[src/rtl/fetch_stage.sv]
// Instruction fetch stage: owns the PC, issues word requests to imem, buffers
// in-order responses in a small FIFO and presents {inst, pc} to decode.
module fetch_stage #(
  parameter logic [31:0] RESET_PC        = 32'h0000_0000,
  parameter int          FIFO_DEPTH      = 2,
  parameter int          MAX_OUTSTANDING = 2
) (
  input  logic        clk,
  input  logic        reset_n,
  output logic        imem_req_valid,
  input  logic        imem_req_ready,
  output logic [31:0] imem_req_addr,
  input  logic        imem_resp_valid,
  input  logic [31:0] imem_resp_data,
  input  logic        redirect_valid,
  input  logic [31:0] redirect_pc,
  output logic        if_valid,
  input  logic        if_ready,
  output logic [31:0] if_inst,
  output logic [31:0] if_pc
);

  localparam int AW = $clog2(FIFO_DEPTH);
  localparam int CW = $clog2(FIFO_DEPTH + 1);
  localparam int OW = $clog2(MAX_OUTSTANDING + 1);
  localparam logic [31:0] DEPTH_U  = FIFO_DEPTH;
  localparam logic [31:0] MAX_OS_U = MAX_OUTSTANDING;

  logic          run_q, run_d;
  logic [31:0]   pc_q, pc_d;
  logic [31:0]   resp_pc_q, resp_pc_d;
  logic [OW-1:0] outst_q, outst_d;
  logic [OW-1:0] drop_q, drop_d;
  logic [CW-1:0] cnt_q, cnt_d;
  logic [AW-1:0] rd_ptr_q, rd_ptr_d;
  logic [AW-1:0] wr_ptr_q, wr_ptr_d;
  logic [31:0]   inst_mem_q [FIFO_DEPTH];
  logic [31:0]   inst_mem_d [FIFO_DEPTH];
  logic [31:0]   pc_mem_q   [FIFO_DEPTH];
  logic [31:0]   pc_mem_d   [FIFO_DEPTH];

  logic        pop;
  logic        push;
  logic        req_fire;
  logic [31:0] slots_used;
  logic [31:0] redirect_pc_al;
  logic        redirect_pc_unused;

  assign redirect_pc_al     = {redirect_pc[31:2], 2'b00};
  assign redirect_pc_unused = ^redirect_pc[1:0];

  assign if_valid      = (cnt_q != '0);
  assign if_inst       = inst_mem_q[rd_ptr_q];
  assign if_pc         = pc_mem_q[rd_ptr_q];
  assign imem_req_addr = pc_q;

  assign pop = if_valid && if_ready;

  // A head popped this cycle frees its slot, which keeps the pipe full at
  // one instruction per cycle with single-cycle memory.
  assign slots_used = 32'(cnt_q) + 32'(outst_q) - 32'(drop_q) - {31'b0, pop};

  assign imem_req_valid = run_q && !redirect_valid
                          && (32'(outst_q) < MAX_OS_U)
                          && (slots_used < DEPTH_U);
  assign req_fire = imem_req_valid && imem_req_ready;
  assign push     = imem_resp_valid && (drop_q == '0) && !redirect_valid;

  always_comb begin
    run_d      = 1'b1;
    pc_d       = pc_q;
    resp_pc_d  = resp_pc_q;
    drop_d     = drop_q;
    cnt_d      = cnt_q;
    rd_ptr_d   = rd_ptr_q;
    wr_ptr_d   = wr_ptr_q;
    inst_mem_d = inst_mem_q;
    pc_mem_d   = pc_mem_q;
    outst_d    = outst_q + OW'(req_fire) - OW'(imem_resp_valid);

    if (req_fire) pc_d = pc_q + 32'd4;

    if (redirect_valid) begin
      // No request goes out this cycle, so every remaining outstanding
      // response belongs to the old stream.
      pc_d      = redirect_pc_al;
      resp_pc_d = redirect_pc_al;
      drop_d    = outst_d;
      cnt_d     = '0;
      rd_ptr_d  = '0;
      wr_ptr_d  = '0;
    end else begin
      if (imem_resp_valid && (drop_q != '0)) drop_d = drop_q - OW'(1'b1);
      if (push) begin
        inst_mem_d[wr_ptr_q] = imem_resp_data;
        pc_mem_d[wr_ptr_q]   = resp_pc_q;
        wr_ptr_d             = wr_ptr_q + AW'(1'b1);
        resp_pc_d            = resp_pc_q + 32'd4;
      end
      if (pop) rd_ptr_d = rd_ptr_q + AW'(1'b1);
      cnt_d = cnt_q + CW'(push) - CW'(pop);
    end
  end

  always_ff @(posedge clk or negedge reset_n) begin
    if (!reset_n) begin
      run_q      <= 1'b0;
      pc_q       <= RESET_PC;
      resp_pc_q  <= RESET_PC;
      outst_q    <= '0;
      drop_q     <= '0;
      cnt_q      <= '0;
      rd_ptr_q   <= '0;
      wr_ptr_q   <= '0;
      inst_mem_q <= '{default: '0};
      pc_mem_q   <= '{default: '0};
    end else begin
      run_q      <= run_d;
      pc_q       <= pc_d;
      resp_pc_q  <= resp_pc_d;
      outst_q    <= outst_d;
      drop_q     <= drop_d;
      cnt_q      <= cnt_d;
      rd_ptr_q   <= rd_ptr_d;
      wr_ptr_q   <= wr_ptr_d;
      inst_mem_q <= inst_mem_d;
      pc_mem_q   <= pc_mem_d;
    end
  end

  a_resp_has_req: assert property (@(posedge clk) disable iff (!reset_n)
    imem_resp_valid |-> (outst_q != '0));

endmodule

[config.mk]
export PLATFORM = sky130hd
export DESIGN_NAME = fetch_stage
export DESIGN_NICKNAME = d
export VERILOG_FILES = /design/src/rtl/fetch_stage.sv
export SDC_FILE = /design/constraint.sdc
export NUM_CORES = 1
export LEC_CHECK = 0
export CAP_MARGIN = 20
export CORE_MARGIN = 10
export CORE_UTILIZATION = 53
export CTS_CLUSTER_SIZE = 12
export DETAILED_ROUTE_END_ITERATION = 10
export GPL_TIMING_DRIVEN = 0
export PLACE_DENSITY = 0.8
export SYNTH_ARGS = -nofsm -noshare
export SYNTH_HDL_FRONTEND = slang
export SYNTH_SLANG_ARGS = --single-unit
[constraint.sdc]
create_clock -name clk -period 4.3 [get_ports clk]
set_clock_uncertainty 0.2 [all_clocks]
set_input_delay 0.645 -clock clk [delete_from_list [all_inputs] [get_ports clk]]
set_output_delay 0.645 -clock clk [all_outputs]
set_load 0.05 [all_outputs]
==> summary.txt, run 1 <==
Status
  – Status: complete, no violations

Floorplan
  – Die Area: roughly 24000 um^2
  – Io pins: ~170
  – CORE AREA: roughly 17000 um^2
  – FP Rows: between 40 and 50
  – Die Y: 154.1 um
  – Die X: between 150 and 200 um
  – Starting Density: a little over half

Timing
  – Slew headroom: approximately two fifths
  – Setup TNS: 0 ps
  – Setup-failing EPs final: 0
  – Worst slew pin tran: 871.6 ps
  – Pins over their slew limit: 0
  – Final period utilization: 96.97%
  – Fin Hold WS: 66.17 ps
  – RSZ-0062 raised after global routing: true
  – Min Tclk post-route: between 4000 and 5000 ps
  – Fmax: 0.2398 GHz
  – Hold Fails Final Rpt: 0

CTS
  – Htree depth: 4
  – Clock Sinks: between 150 and 200
  – CTS tree: yes
  – CTS Hold Bufs: 0
  – Root buffer cell: clkbuf_16
  – Max clock buf depth: 2
  – TritonCTS Buffers: 17
  – Reg clk slew, reported paths: roughly 70 ps
  – Clock latency on the worst-skew pair: 430 ps

Logic synthesis
  – Avg Inst Size Synth: 12.44 um^2
  – Register area share after synthesis: between 50% and 60%
  – Async set-reset flop share out of synthesis: between 90% and 100%
  – #FFs+latches synth: 193
  – EDFF count, synth: 0
  – Main flop type after synthesis: dfrtp_1
  – Yosys warnings: 0
  – Mapped cell area: 9530 um^2
  – Syn Inst Count: ~770
  – Yosys cell types: 59

Global routing
  – Total track usage: between 20 and 25%
  – Initial antenna violation count: 0
  – First-pass GRT wire length: 39100 um
  – Largest net degree at the start of global routing: 104
  – Vias in the first global route: a little over 7000
  – Gr ovfl total: 0

Setup path
  – R2r startpoint: outst_q[1]$_DFF_PN0_
  – Worst setup EP type: output pin
  – Critical-path maximum fanout: 4
  – Crit start category: flop
  – Data required time of the worst path: 3450 ps
  – Crit path DAT: approximately 3300 ps
  – R2r endpoint: drop_q[1]$_DFFE_PN0P_
  – Worst r2r path cells: 15
  – R2R setup slack: 190 ps
  – Setup CP Type: reg2out

Drt
  – Routed WL per cell: around 21 um
  – DRC: 0
  – DR pass1 iterations: 5
  – Iteration-0 DRC Markers: between 400 and 500
  – Vias: between 6000 and 7000
  – Vias/cell: 5.722
  – Routed WL: about 25000 um
  – Final ANT Viol Nets: 0

Final layout
  – # diodes: 0
  – Storage element area: just under 5000 um^2
  – Layout cell share with drive strength beyond 1: ~28%
  – Layout net count: between 1000 and 1500
  – Filler Cell Count: about 1300
  – Multi-input logic area: about 4400 um^2
  – Area grow syn2layout: 26.18%

Placement
  – Routability cong.: between 0.8 and 0.9
  – PortBufs: 160
  – Post-DP HPWL: around 18000 um

Job
  – Max cap viols: 0

Power
  – PD cells: 747.9 nW/um^2
  – Max IR drop VDD: approximately 0.55 mV
  – Leakage: approximately 5.1 nW

Worst hold path
  – Worst min path class: in2async
layer usage:
| layer | GRT usage (%) | routed length (um) | vias to the layer above | part of all wire, % |
|---|---|---|---|---|
| met5 | 0 | 0 | - | 0 |
| met4 | 5.848 | 449 | 0 | 1.8 |
| met3 | 6.499 | 2006 | 32 | 8.2 |
| met2 | 31.62 | 11410 | 252 | 46 |
| met1 | 26.64 | 10740 | 3389 | 44 |
| li1 | - | - | 3108 | - |
logic make-up (layout without fill, tap and decap cells):
| logic type | after synthesis | count (layout) | share of synthesized area [%] |
|---|---|---|---|
| DFF | 193 | 193 | 50.68 |
| adders and majority gates | 13 | 13 | 1.864 |
| and+or+nand+nor | 163 | 163 | 10.06 |
| other | 2 | 5 | 0.07880 |
| muxes | 201 | 201 | 23.75 |
| xor gates and xnor gates | 48 | 48 | 4.569 |
| AOI/OAI and AO/OA | 77 | 77 | 5.737 |
| buffers and inverters | 69 | 260 | 3.269 |
cells in the final DEF (no fill, tap or decap), types with 6 or more instances in the layout:
cell type and instances:
mux2_2 197, dfrtp_1 193, clkdlybuf4s50_1 158, nand2_1 42, xor2_1 25, nand3_1 23, inv_1 22, xnor2_1 22
o21ai_0 21, clkbuf_1 19, nand4_1 19, nor2_1 17, clkbuf_16 17, buf_2 14, and3_1 12, o21ai_1 12
ha_1 11, and4_1 7, a221o_1 7, nor3_1 7, buf_4 6
power breakdown:
group	switching (W)	total, W	leakage, nW	internal, W
sequential	0.000389	0.00286	2.39	0.00247
combinational	0.00268	0.00457	2.48	0.00190
clock	0.000677	0.00156	0.274	0.000879
worst max-delay path by stage:
stage                     cells after the start  slack, ps                 start                       end
after floorplan                               8        350  outst_q[1]$_DFF_PN0_            imem_req_valid
after global placement                        1      -5630               reset_n  pc_mem_q[51]$_DFFE_PN0P_
after detailed placement                      9        -30  outst_q[1]$_DFF_PN0_            imem_req_valid
after CTS                                    16         50  outst_q[1]$_DFF_PN0_     drop_q[1]$_DFFE_PN0P_
after global routing                         15        -20  outst_q[1]$_DFF_PN0_     drop_q[1]$_DFFE_PN0P_
final                                         9        130  outst_q[1]$_DFF_PN0_            imem_req_valid
through the flow:
| step | std cells | worst slack (ps) | power, W | instance area (um^2) | utilization, % |
|---|---|---|---|---|---|
| floorplan | 769 | 351.5 | 0.006068 | 9542 | - |
| global placement | 1154 | -5634 | 0.007365 | 11420 | 65.37 |
| detailed placement | 1155 | -30.89 | 0.007451 | 11460 | 65.56 |
| CTS | 1186 | 45.65 | 0.009071 | 12030 | 68.82 |
| global route | 1185 | -15.56 | 0.009443 | 12030 | 68.81 |
| finish | 1185 | 130.2 | 0.008993 | 12030 | 68.81 |
sequential cells by signal, indices dropped and copies added, names as in the netlist:
register and count:
inst_mem_q 64, outst_q 2, cnt_q 2, wr_ptr_q 1, pc_mem_q 60, rd_ptr_q 1
imem_req_addr 30, drop_q 2, run_q 1, resp_pc_q 30
cell type report:
class | count | area share, %
Clock buffer | 20 | 3.798
Clock inverter | 10 | 0.9260
Sequential cell | 193 | 40.16
Timing Repair Buffer | 162 | 13.63
Tap cell | 225 | 2.341
Buffer | 44 | 1.800
Multi-Input combinational cell | 507 | 36.59
Inverter | 24 | 0.7491
critical path, stage by stage, from the launching register on:
cell and delay [ps]:
dfrtp_1 440, fa_1 590, inv_1 70, fa_1 570, ha_1 230, xnor3_2 470, o41ai_4 120, buf_6 170
nor2_1 30, clkbuf_4 200
timing repair:
| action | CTS | global route |
|---|---|---|
| gates cloned | 0 | 0 |
| endpoints found under the setup margin | 1 | 2 |
| resized for setup | 5 | 1 |
| pin swaps | 0 | 0 |
| setup buffers | 1 | 0 |
synthesized netlist by cell type, types with 3 or more instances:
library cell | n | area [um^2]
nand2b_1 | 3 | 18.77
ha_1 | 11 | 137.6
dfrtp_1 | 193 | 4830
a221o_1 | 7 | 70.07
o41ai_1 | 3 | 26.28
a21o_1 | 5 | 37.54
o31a_1 | 4 | 35.03
nor2_1 | 17 | 63.81
nor4_2 | 5 | 62.56
nand3_1 | 23 | 115.1
buf_2 | 15 | 75.07
a21oi_1 | 5 | 25.02
clkbuf_1 | 18 | 67.56
buf_4 | 5 | 37.54
nor3_1 | 7 | 35.03
and4_1 | 7 | 61.31
xor2_1 | 25 | 219.0
mux2i_1 | 3 | 30.03
and2_1 | 5 | 31.28
nand2_1 | 42 | 157.7
o21ai_1 | 12 | 60.06
inv_1 | 22 | 82.58
nor3b_1 | 3 | 22.52
xnor2_1 | 22 | 192.7
o21ai_0 | 21 | 105.1
nor4_1 | 5 | 31.28
and3_1 | 12 | 75.07
buf_1 | 5 | 18.77
nand4_1 | 19 | 118.9
o311ai_1 | 3 | 26.28
mux2_2 | 197 | 2218
No activity file was read; power rests on OpenSTA's default activity.
==> inputs of run 2 (changes only) <==
--- a/config.mk
+++ b/config.mk
@@ -7,11 +7,11 @@
 export LEC_CHECK = 0
 export CAP_MARGIN = 20
 export CORE_MARGIN = 10
-export CORE_UTILIZATION = 53
+export CORE_UTILIZATION = 48
 export CTS_CLUSTER_SIZE = 12
 export DETAILED_ROUTE_END_ITERATION = 10
 export GPL_TIMING_DRIVEN = 0
-export PLACE_DENSITY = 0.8
+export PLACE_DENSITY = 0.77
 export SYNTH_ARGS = -nofsm -noshare
 export SYNTH_HDL_FRONTEND = slang
 export SYNTH_SLANG_ARGS = --single-unit
==> constraint.sdc (replaced) <==
create_clock -name clk -period 3.8 [get_ports clk]
set_clock_uncertainty 0.2 [all_clocks]
set_input_delay 0.57 -clock clk [delete_from_list [all_inputs] [get_ports clk]]
set_output_delay 0.57 -clock clk [all_outputs]
set_load 0.05 [all_outputs]
==> run 2 against run 1 <==
Against the previous run: critical path depth rose by 8; cell count rose by 4.5%; clock power rose by 17%; sequential cell count did not move; non-clock buffer count rose by 11; design area rose by 1.9%; register-to-register slack got worse by 140 ps; worst hold slack improved by 230 ps; combinational power rose by 18%; worst setup slack got worse by 80 ps; largest power group unchanged; highest routed layer unchanged.
==> summary.txt, run 2 (synthesized netlist as in run 1, its figures left out) <==
Drt
  – Vias: 6854 (+1.1%)
  – Routed WL per cell: 20.12 um (-3.1%)
  – Vias/cell: 5.536 (-3.3%)
  – DRC: 0 (unchanged)
  – DR pass1 iterations: 5 (unchanged)
  – Routed WL: 24900 um (+1.2%)
  – Iteration-0 DRC Markers: 387 (-20%)
  – Final ANT Viol Nets: 0 (unchanged)

CTS
  – TritonCTS Buffers: 17 (unchanged)
  – Reg clk slew, reported paths: 70 ps (about the same)
  – CTS tree: yes
  – Clock Sinks: 193 (unchanged)
  – Clock latency on the worst-skew pair: 430 ps (about the same)
  – Max clock buf depth: 2 (unchanged)
  – Htree depth: 4 (unchanged)
  – Root buffer cell: clkbuf_16

Worst hold path
  – Hold Path Cell Cnt: 1
  – Hold EP: pc_mem_q[4]$_DFFE_PN0P_
  – Hold wc startpoint: pc_mem_q[4]$_DFFE_PN0P_
  – Worst min path class: reg2reg

Timing
  – Setup-failing EPs final: 0 (unchanged)
  – Hold Fails Final Rpt: 0 (unchanged)
  – Min Tclk post-route: 3750 ps
  – Fin Hold WS: 301.1 ps (+234.9 ps)
  – Worst slew pin tran: 797.0 ps (-74.58 ps)
  – RSZ-0062 raised after global routing: true
  – Final period utilization: between 90 and 100%
  – Slew headroom: 46.67% (+5.0 points)
  – Pins over their slew limit: 0 (unchanged)
  – Fmax: roughly 0.27 GHz

Job
  – Max cap viols: 0 (unchanged)

Power
  – PD cells: 852.5 nW/um^2 (+14%)
  – Leakage: 5.234 nW (+1.7%)
  – Max IR drop VDD: 0.6211 mV (+13%)
  – Total power draw: 0.01045 W (+16%)

Final layout
  – Area grow syn2layout: 28.58%
  – Layout net count: 1043 (+1.1%)
  – Most common cell after layout, fill and taps aside: mux2_2
  – Final instance area: 12250 um^2 (+1.9%)
  – Largest Register: inst_mem_q
  – Storage element area: 4831 um^2 (about the same)
  – Layout cell share with drive strength beyond 1: 30.63% (+2.3 points)
  – Most frequent cells in the layout: mux2_2, dfrtp_1, clkdlybuf4s50_1, nand2_1, xor2_1
  – Multi-input logic area: 4453 um^2 (+1.2%)
  – Filler Cell Count: 1605 (+24%)
  – # diodes: 0 (unchanged)
  – Biggest regs: inst_mem_q (64), pc_mem_q (60)
  – Max reg flops: 64 (unchanged)

Global routing
  – Largest net degree at the start of global routing: 98 (-5.8%)
  – Vias in the first global route: 7197 (+0.33%)
  – Gr ovfl total: 0 (unchanged)
  – Initial antenna violation count: 0 (unchanged)
  – Total track usage: 19.15% (-1.2 points)
  – First-pass GRT wire length: 39810 um (+1.8%)

Floorplan
  – Starting Density: 48.81% (-5.7 points)
  – Die Y: 160.9 um (+4.4%)
  – Die Area: 25890 um^2 (+9.0%)
  – CORE AREA: 19530 um^2 (+12%)
  – Die X: 160.9 um (+4.4%)
  – FP Rows: 51 (+6.3%)
  – Io pins: 168 (unchanged)

Placement
  – PortBufs: 160 (unchanged)
  – Placed inst area: 11510 um^2 (+0.48%)
  – Post-DP HPWL: 17750 um (-0.11%)
  – Routability cong.: 0.8868 (+0.51%)

Setup path
  – Setup CP Type: reg2reg
  – Crit start category: flop
  – Critical-path maximum fanout: 10 (+6)
  – Worst setup EP type: flop
  – Crit path DAT: 3900 ps (+580 ps)
  – R2r startpoint: drop_q[1]$_DFFE_PN0P_
  – Worst r2r path cells: 17 (+2)
  – Data required time of the worst path: 3950 ps (+500 ps)
  – R2R setup slack: 50 ps (-140 ps)
  – R2r endpoint: drop_q[1]$_DFFE_PN0P_

Status
  – Status: complete, no violations
==> run 2: critical path, stage by stage (launching register included) <==
cell,delay (ps)
dfrtp_1,360
inv_2,60
fa_1,580
inv_2,50
fa_2,460
ha_4,270
and4bb_1,250
nand3_4,120
nor2_4,140
inv_4,50
buf_8,140
ha_4,260
inv_2,40
ha_4,150
xnor2_2,130
xnor2_1,210
nand2_1,100
o21ai_1,110
==> run 2: power by group <==
part,total [W],switching [W],internal (W)
clock,0.00183,0.000828,0.00100
combinational,0.00538,0.00310,0.00229
sequential,0.00324,0.000437,0.00280
total,0.0104,0.00436,0.00608
==> run 2: final cells by class <==
cell class	instances	share of cell area, %
sequential	193	39.42
multi-input combinational	507	36.34
timing repair buffer	172	14.04
clock buffer	18	3.584
tap	265	2.706
buffer	45	1.909
clock inverter	14	1.246
inverter	24	0.7556
==> run 2: routing by layer <==
metal  vias to the layer above  part of all wire [%]  track usage [%]
met5                         -                     0                0
met4                         0                   1.5            5.128
met3                        27                   6.9            6.186
met2                       224                    46            29.79
met1                      3472                    45            25.18
li1                       3131                     -                -
==> run 2: metrics by stage <==
step	setup slack (ps)	utilization (%)	instances	setup TNS (ps)
after floorplan	9.172	-	769	0
after global placement	-6131	58.79	1194	-1182020
after detailed placement	-383.2	58.96	1195	-1001
after CTS	7.218	62.49	1237	0
after global routing	-100.8	62.76	1238	-135.9
final	50.47	62.76	1238	0
==> run 2: worst max-delay path by stage <==
stage | from | endpoint | slack (ps) | cells after the start
after CTS | drop_q[1]$_DFFE_PN0P_ | drop_q[1]$_DFFE_PN0P_ | 7 | 17
after global placement | reset_n | inst_mem_q[3]$_DFFE_PN0P_ | -6130 | 1
after detailed placement | outst_q[1]$_DFF_PN0_ | imem_req_valid | -380 | 9
after floorplan | outst_q[1]$_DFF_PN0_ | drop_q[1]$_DFFE_PN0P_ | 9 | 16
after global routing | cnt_q[0]$_DFF_PN0_ | drop_q[1]$_DFFE_PN0P_ | -100 | 19
final | drop_q[1]$_DFFE_PN0P_ | drop_q[1]$_DFFE_PN0P_ | 50 | 17
==> run 2: timing repair <==
action | in CTS | in global routing
gates cloned | 0 | 0
gates resized for setup | 13 | 14
endpoints found under the setup margin | 5 | 7
hold endpoints to repair | 29 | 0
pin swaps | 10 | 4
buffers inserted | 9 | 1
hold buffers | 1 | 0
